<file path="src/rtl/itag_ctrl.sv">
// itag_ctrl: sequencing controller for the instruction-cache tag RAM.
// This block owns the single tag RAM address port. It walks an invalidate
// sweep after reset or a flush. It then serves fetch lookups and runs a
// miss/linefill handshake, writing the new tag once the line fill completes.
// Optional build macro ITAG_CTRL_STATS_EN adds saturating hit/miss counters.
module itag_ctrl #(
  parameter int NL  = 128,
  parameter int LSS = 7,
  parameter int LSH = LSS + 4,
  parameter int PSL = LSH + 1,
  parameter int TS  = 2 + (32 - PSL)
) (
  input  logic           nGCLK,
  input  logic           nRESET,
  input  logic           req,
  input  logic [31:0]    req_addr,
  input  logic           flush,
  output logic           req_rdy,
  output logic           hit,
  output logic           fill_req,
  output logic [31:0]    fill_addr,
  input  logic           fill_done,
  output logic           flush_busy,
  output logic [LSS-1:0] tag_addr,
  output logic [TS-1:0]  tag_wdata,
  output logic           tag_we,
  input  logic [TS-1:0]  tag_rdata
`ifdef ITAG_CTRL_STATS_EN
  ,
  output logic [15:0]    hit_cnt,
  output logic [15:0]    miss_cnt
`endif
);

  // Lowest address bit of the line index (bit 5 with the default geometry).
  localparam int LSL = LSH - LSS + 1;

  typedef enum logic [2:0] {
    ST_FLUSH  = 3'd0,
    ST_IDLE   = 3'd1,
    ST_LOOKUP = 3'd2,
    ST_FILL   = 3'd3,
    ST_UPDATE = 3'd4
  } state_t;

  state_t         state_q, state_d;
  logic [LSS-1:0] idx_q, idx_d;
  logic           flush_pend_q, flush_pend_d;
  logic [31:0]    addr_q, addr_d;
  logic           match_s;
  logic           unused_s;

  // Valid bit set and stored page tag equal to the latched request; D bit is ignored.
  assign match_s   = tag_rdata[TS-2] && (tag_rdata[TS-3:0] == addr_q[31:PSL]);
  assign fill_addr = {addr_q[31:LSL], {LSL{1'b0}}};
  // Byte offset of the latched address and the tag D bit play no part in control.
  assign unused_s  = ^{addr_q[LSL-1:0], tag_rdata[TS-1]};

  // State, walk index, pending-flush flag and latched request address.
  always_ff @(posedge nGCLK) begin
    if (!nRESET) begin
      state_q      <= ST_FLUSH;
      idx_q        <= {LSS{1'b0}};
      flush_pend_q <= 1'b0;
      addr_q       <= 32'h0000_0000;
    end else begin
      state_q      <= state_d;
      idx_q        <= idx_d;
      flush_pend_q <= flush_pend_d;
      addr_q       <= addr_d;
    end
  end

  // Next-state and output decode; tag writes are suppressed while reset is held.
  always_comb begin
    state_d      = state_q;
    idx_d        = idx_q;
    flush_pend_d = flush_pend_q;
    addr_d       = addr_q;
    req_rdy      = 1'b0;
    hit          = 1'b0;
    fill_req     = 1'b0;
    flush_busy   = 1'b0;
    tag_addr     = addr_q[LSH:LSL];
    tag_wdata    = {TS{1'b0}};
    tag_we       = 1'b0;
    case (state_q)
      ST_FLUSH: begin
        flush_busy = 1'b1;
        tag_addr   = idx_q;
        tag_we     = nRESET;
        idx_d      = idx_q + LSS'(1);
        if (idx_q == LSS'(NL - 1)) begin
          state_d      = ST_IDLE;
          flush_pend_d = 1'b0;
        end else begin
          state_d = ST_FLUSH;
        end
      end
      ST_IDLE: begin
        req_rdy = 1'b1;
        if (flush || flush_pend_q) begin
          state_d = ST_FLUSH;
          idx_d   = {LSS{1'b0}};
        end else if (req) begin
          addr_d   = req_addr;
          tag_addr = req_addr[LSH:LSL];
          state_d  = ST_LOOKUP;
        end else begin
          state_d = ST_IDLE;
        end
      end
      ST_LOOKUP: begin
        if (match_s) begin
          hit     = 1'b1;
          state_d = ST_IDLE;
        end else begin
          state_d = ST_FILL;
        end
      end
      ST_FILL: begin
        fill_req = 1'b1;
        if (flush) begin
          flush_pend_d = 1'b1;
        end else begin
          flush_pend_d = flush_pend_q;
        end
        if (fill_done) begin
          state_d = ST_UPDATE;
        end else begin
          state_d = ST_FILL;
        end
      end
      ST_UPDATE: begin
        tag_wdata = {1'b0, 1'b1, addr_q[31:PSL]};
        tag_we    = nRESET;
        hit       = 1'b1;
        state_d   = ST_IDLE;
      end
      default: begin
        state_d = ST_FLUSH;
        idx_d   = {LSS{1'b0}};
      end
    endcase
  end

`ifdef ITAG_CTRL_STATS_EN
  logic [15:0] hit_cnt_q, miss_cnt_q;

  assign hit_cnt  = hit_cnt_q;
  assign miss_cnt = miss_cnt_q;

  // Saturating lookup statistics, cleared on the first cycle of every invalidate walk.
  always_ff @(posedge nGCLK) begin
    if (!nRESET) begin
      hit_cnt_q  <= 16'd0;
      miss_cnt_q <= 16'd0;
    end else if ((state_q == ST_FLUSH) && (idx_q == {LSS{1'b0}})) begin
      hit_cnt_q  <= 16'd0;
      miss_cnt_q <= 16'd0;
    end else if (state_q == ST_LOOKUP) begin
      if (match_s) begin
        if (hit_cnt_q != 16'hFFFF) begin
          hit_cnt_q <= hit_cnt_q + 16'd1;
        end else begin
          hit_cnt_q <= hit_cnt_q;
        end
      end else begin
        if (miss_cnt_q != 16'hFFFF) begin
          miss_cnt_q <= miss_cnt_q + 16'd1;
        end else begin
          miss_cnt_q <= miss_cnt_q;
        end
      end
    end else begin
      hit_cnt_q  <= hit_cnt_q;
      miss_cnt_q <= miss_cnt_q;
    end
  end
`endif

endmodule
</file>
<file path="config.mk">
export PLATFORM = sky130hd
export DESIGN_NAME = itag_ctrl
export DESIGN_NICKNAME = d
export VERILOG_FILES = /design/src/rtl/itag_ctrl.sv
export SDC_FILE = /design/constraint.sdc
export NUM_CORES = 1
export LEC_CHECK = 0
export BUFFER_PORTS_ARGS = -buffer_cell sky130_fd_sc_hd__buf_2
export CAP_MARGIN = 20
export CORE_UTILIZATION = 44
export DETAILED_ROUTE_END_ITERATION = 6
export GPL_ROUTABILITY_DRIVEN = 0
export PLACE_DENSITY = 0.88
export RECOVER_POWER = 50
export SLEW_MARGIN = 25
export SYNTH_ARGS = -nofsm -noshare
export SYNTH_HDL_FRONTEND = slang
export SYNTH_SLANG_ARGS = --single-unit
export TNS_END_PERCENT = 10
</file>
<file path="constraint.sdc">
create_clock -name nGCLK -period 1.95 [get_ports nGCLK]
set_input_delay 0.0975 -clock nGCLK [delete_from_list [all_inputs] [get_ports nGCLK]]
set_output_delay 0.0975 -clock nGCLK [all_outputs]
set_load 0.01 [all_outputs]
</file>
==> results.toml <==
[setup_path]
regToRegSetupSlack_ns = 0.21
worstReg2RegEnd = "addr_q[30]$_SDFFE_PN0P_"
critPathMaxFanout = 4
critPathLaunchType = "register"
arrival_ns = 1.76
path_delay_family = "simple AND/OR/NAND/NOR gates"
ff2ff_path_depth = 6
critPathSlowestCell = "nor4_1"
r2r-start = "state_q[1]$_SDFF_PN0_"
crit_buf_inv = 1
cpPeakStageDelay_ns = 0.46
critPathRequiredTime_ns = 1.85
path_cells = "xor2_1, nor4_1, nand4_1, o21bai_1, buf_2"
path_class = "register to output port"
endpoint_kind = "output port"

[synth]
synth_top_area_frac = 0.357
syn_inst = 268
synth_edf_count = 0
avgSynthCellArea_um2 = 7.94
dominantRegCellSynth = "dfxtp_1"
synth_most_common_cell = "nand2_1"
synth_top_cell_by_area = "dfxtp_1"
synthTopCellsByArea = "dfxtp_1 (36%), nand2_1 (12%), xor2_1 (8.2%)"
synth_common_cells = "nand2_1 (69), dfxtp_1 (38), a21boi_0 (23)"
ys_seq_area_frac = 0.357
netlist_area_um2 = 2130
ys_types = 38
synth_seq_cells = 38
ys_warn_count = 0
postSynth.asyncResetShare = 0

[hold_path]
holdPathEnd = "addr_q[28]$_SDFFE_PN0P_"
hp-start = "req_addr[28]"
hold_path_class = "input port to register"
whs_path_depth = 3

[routing]
postRouteAntennaNets = 0
drtIter0Drc = 141
via_per_inst = 5.09
dr.pass1.iters = 4
routed_wl_um = 6010
vias = 2202
drcViolationCount = 0
wl_per_cell_um = 13.9

[placed_design]
numPortBuffers = 112
place_area_um2 = 2740
dpl.hpwl_um = 4530

[final_layout]
fin_area_um2 = 2790
syn_to_final_growth_pct = 31.2
drive_gt1_frac = 0.297
layout.nets = 440
n_antenna_cell = 0

[grt]
grt_usage = 0.236
grt_first_pass_wirelength_um = 9540
grt-ovfl-total = 0
grt_max_degree = 35
antenna_found_initial = 0
grt_pass1_vias = 1978

[cts]
clk_pin_slew_ns = 0.07
cts_buffer_depth = 2
tritoncts = "built"
post-cts-setup-buffer-count = 0
clk_latency_ns = 0.28
clkSinkCount = 38
cts_buffers = 5
cts.htree.levels = 2
root_buffer = "clkbuf_8"

[sta]
hold_viol = 0
fin_crit_ns = 1.85
min_period_over_period = 0.950
drv_slew = 0
rsz0062_at_grt = "false"
worst_slew_pin_slew_ns = 0.700
maxSlewHeadroom = 0.533
clock_skew_ns = 0.00621
setup_violations = 0
fin_tns_setup_ns = 0
fmax_mhz = 540

[power]
p_leak_nw = 1.34
power_density_nw_per_um2 = 559
irDropWorstVdd_mv = 0.513

[outcome]
status = "finished clean"

[flow_run]
cap_violations = 0

[floorplan]
ios = 125
die_area_um2 = 5120
die_height_um = 71.6
initial_core_util = 0.472
rows = 24
die_w_um = 71.6
core_um2 = 4500
[worst max-delay path by stage]
stage / from / to / slack, ns / cells after the start
final: addr_q[31]$_SDFFE_PN0P_ / hit / 0.1 / 5
after global placement: state_q[1]$_SDFF_PN0_ / hit / 0.20 / 4
after floorplan: state_q[0]$_SDFF_PN0_ / idx_q[0]$_SDFFE_PN0P_ / 0.50 / 6
after global routing: addr_q[31]$_SDFFE_PN0P_ / hit / 0.01 / 5
after CTS: state_q[1]$_SDFF_PN0_ / tag_addr[5] / 0.05 / 7
after detailed placement: state_q[1]$_SDFF_PN0_ / idx_q[4]$_SDFFE_PN0P_ / 0.08 / 4
[routing by layer]
| metal | routed length, um | global-route usage |
|---|---|---|
| met1 | 2680 | 0.306 |
| met2 | 3070 | 0.408 |
| met3 | 202 | 0.0380 |
| met4 | 57 | 0.0654 |
| met5 | 0 | 0 |
[area by class of cell]
type	instances	area, um^2
Fill cell	424	1710
Multi-Input combinational cell	211	1240
Sequential cell	38	761
Timing Repair Buffer	122	611
Clock buffer	7	76.3
Tap cell	52	65.1
Clock inverter	1	30.0
Inverter	2	7.51
[power breakdown]
group	internal, mW	leakage [nW]	switching (mW)
logic	0.0713	0.979	0.0590
registers	0.781	0.307	0.00786
clock network	0.383	0.0524	0.259
[what timing repair did]
action                     CTS  global route
hold buffers                 0             0
hold endpoints to repair     0             0
setup endpoints to repair   30             7
resized for setup            2             1
[state kept, by name, indices dropped and copies added, names as in the netlist]
| register | count |
|---|---|
| flush_pend_q | 1 |
| idx_q | 7 |
| state_q | 3 |
| addr_q | 27 |
[cell usage in the layout, fill, tap and decap left out, types with 2 or more instances in the layout]
master / synthesis / layout
or3_1: 5 / 5
nand4_1: 3 / 3
nor2_1: 4 / 3
xor2_1: 20 / 20
a21boi_0: 23 / 27
and2_1: 3 / 2
o21ai_1: 2 / 2
clkbuf_8: 0 / 5
o21ai_2: 5 / 5
nor3_1: 2 / 3
nor2b_1: 2 / 2
a21oi_1: 5 / 5
clkbuf_1: 8 / 30
o21ba_2: 2 / 2
nor4_1: 5 / 5
nand2_1: 69 / 69
a21boi_1: 6 / 2
buf_2: 2 / 84
inv_1: 2 / 2
and3_1: 22 / 22
dfxtp_1: 38 / 38
o21ai_0: 2 / 2
buf_4: 10 / 8
nand3_1: 12 / 12
conb_1: 1 / 6
[through the flow]
step                       util  std cells  hold WS [ns]  setup WS [ns]  power [mW]
after floorplan               -        273         0.232          0.500       0.871
final                     0.620        433        0.0556         0.0971        1.56
after global routing      0.620        433        0.0591         0.0127        1.63
after global placement    0.607        425         0.338          0.205       0.933
after detailed placement  0.607        425         0.346         0.0762       0.936
after CTS                 0.632        433        0.0417         0.0530        1.58
[cell families (layout without fill, tap and decap cells)]
family | Yosys count | count (layout) | synth area share
XOR/XNOR | 21 | 21 | 0.0864
flip-flops | 38 | 38 | 0.357
other | 1 | 6 | 0.00176
AO/OA/AOI/OAI | 50 | 50 | 0.176
buffers and inverters | 24 | 132 | 0.0682
adder cells (fa/ha/maj) | 1 | 1 | 0.00588
AND/OR/NAND/NOR | 133 | 133 | 0.304
[worst min-delay path: cells and delay by family]
family	cells	cell delay [ns]
AO/OA/AOI/OAI	1	0.05
buffers and inverters	1	0.09
AND/OR/NAND/NOR	1	0.05
(Power assumes the default switching activity.)
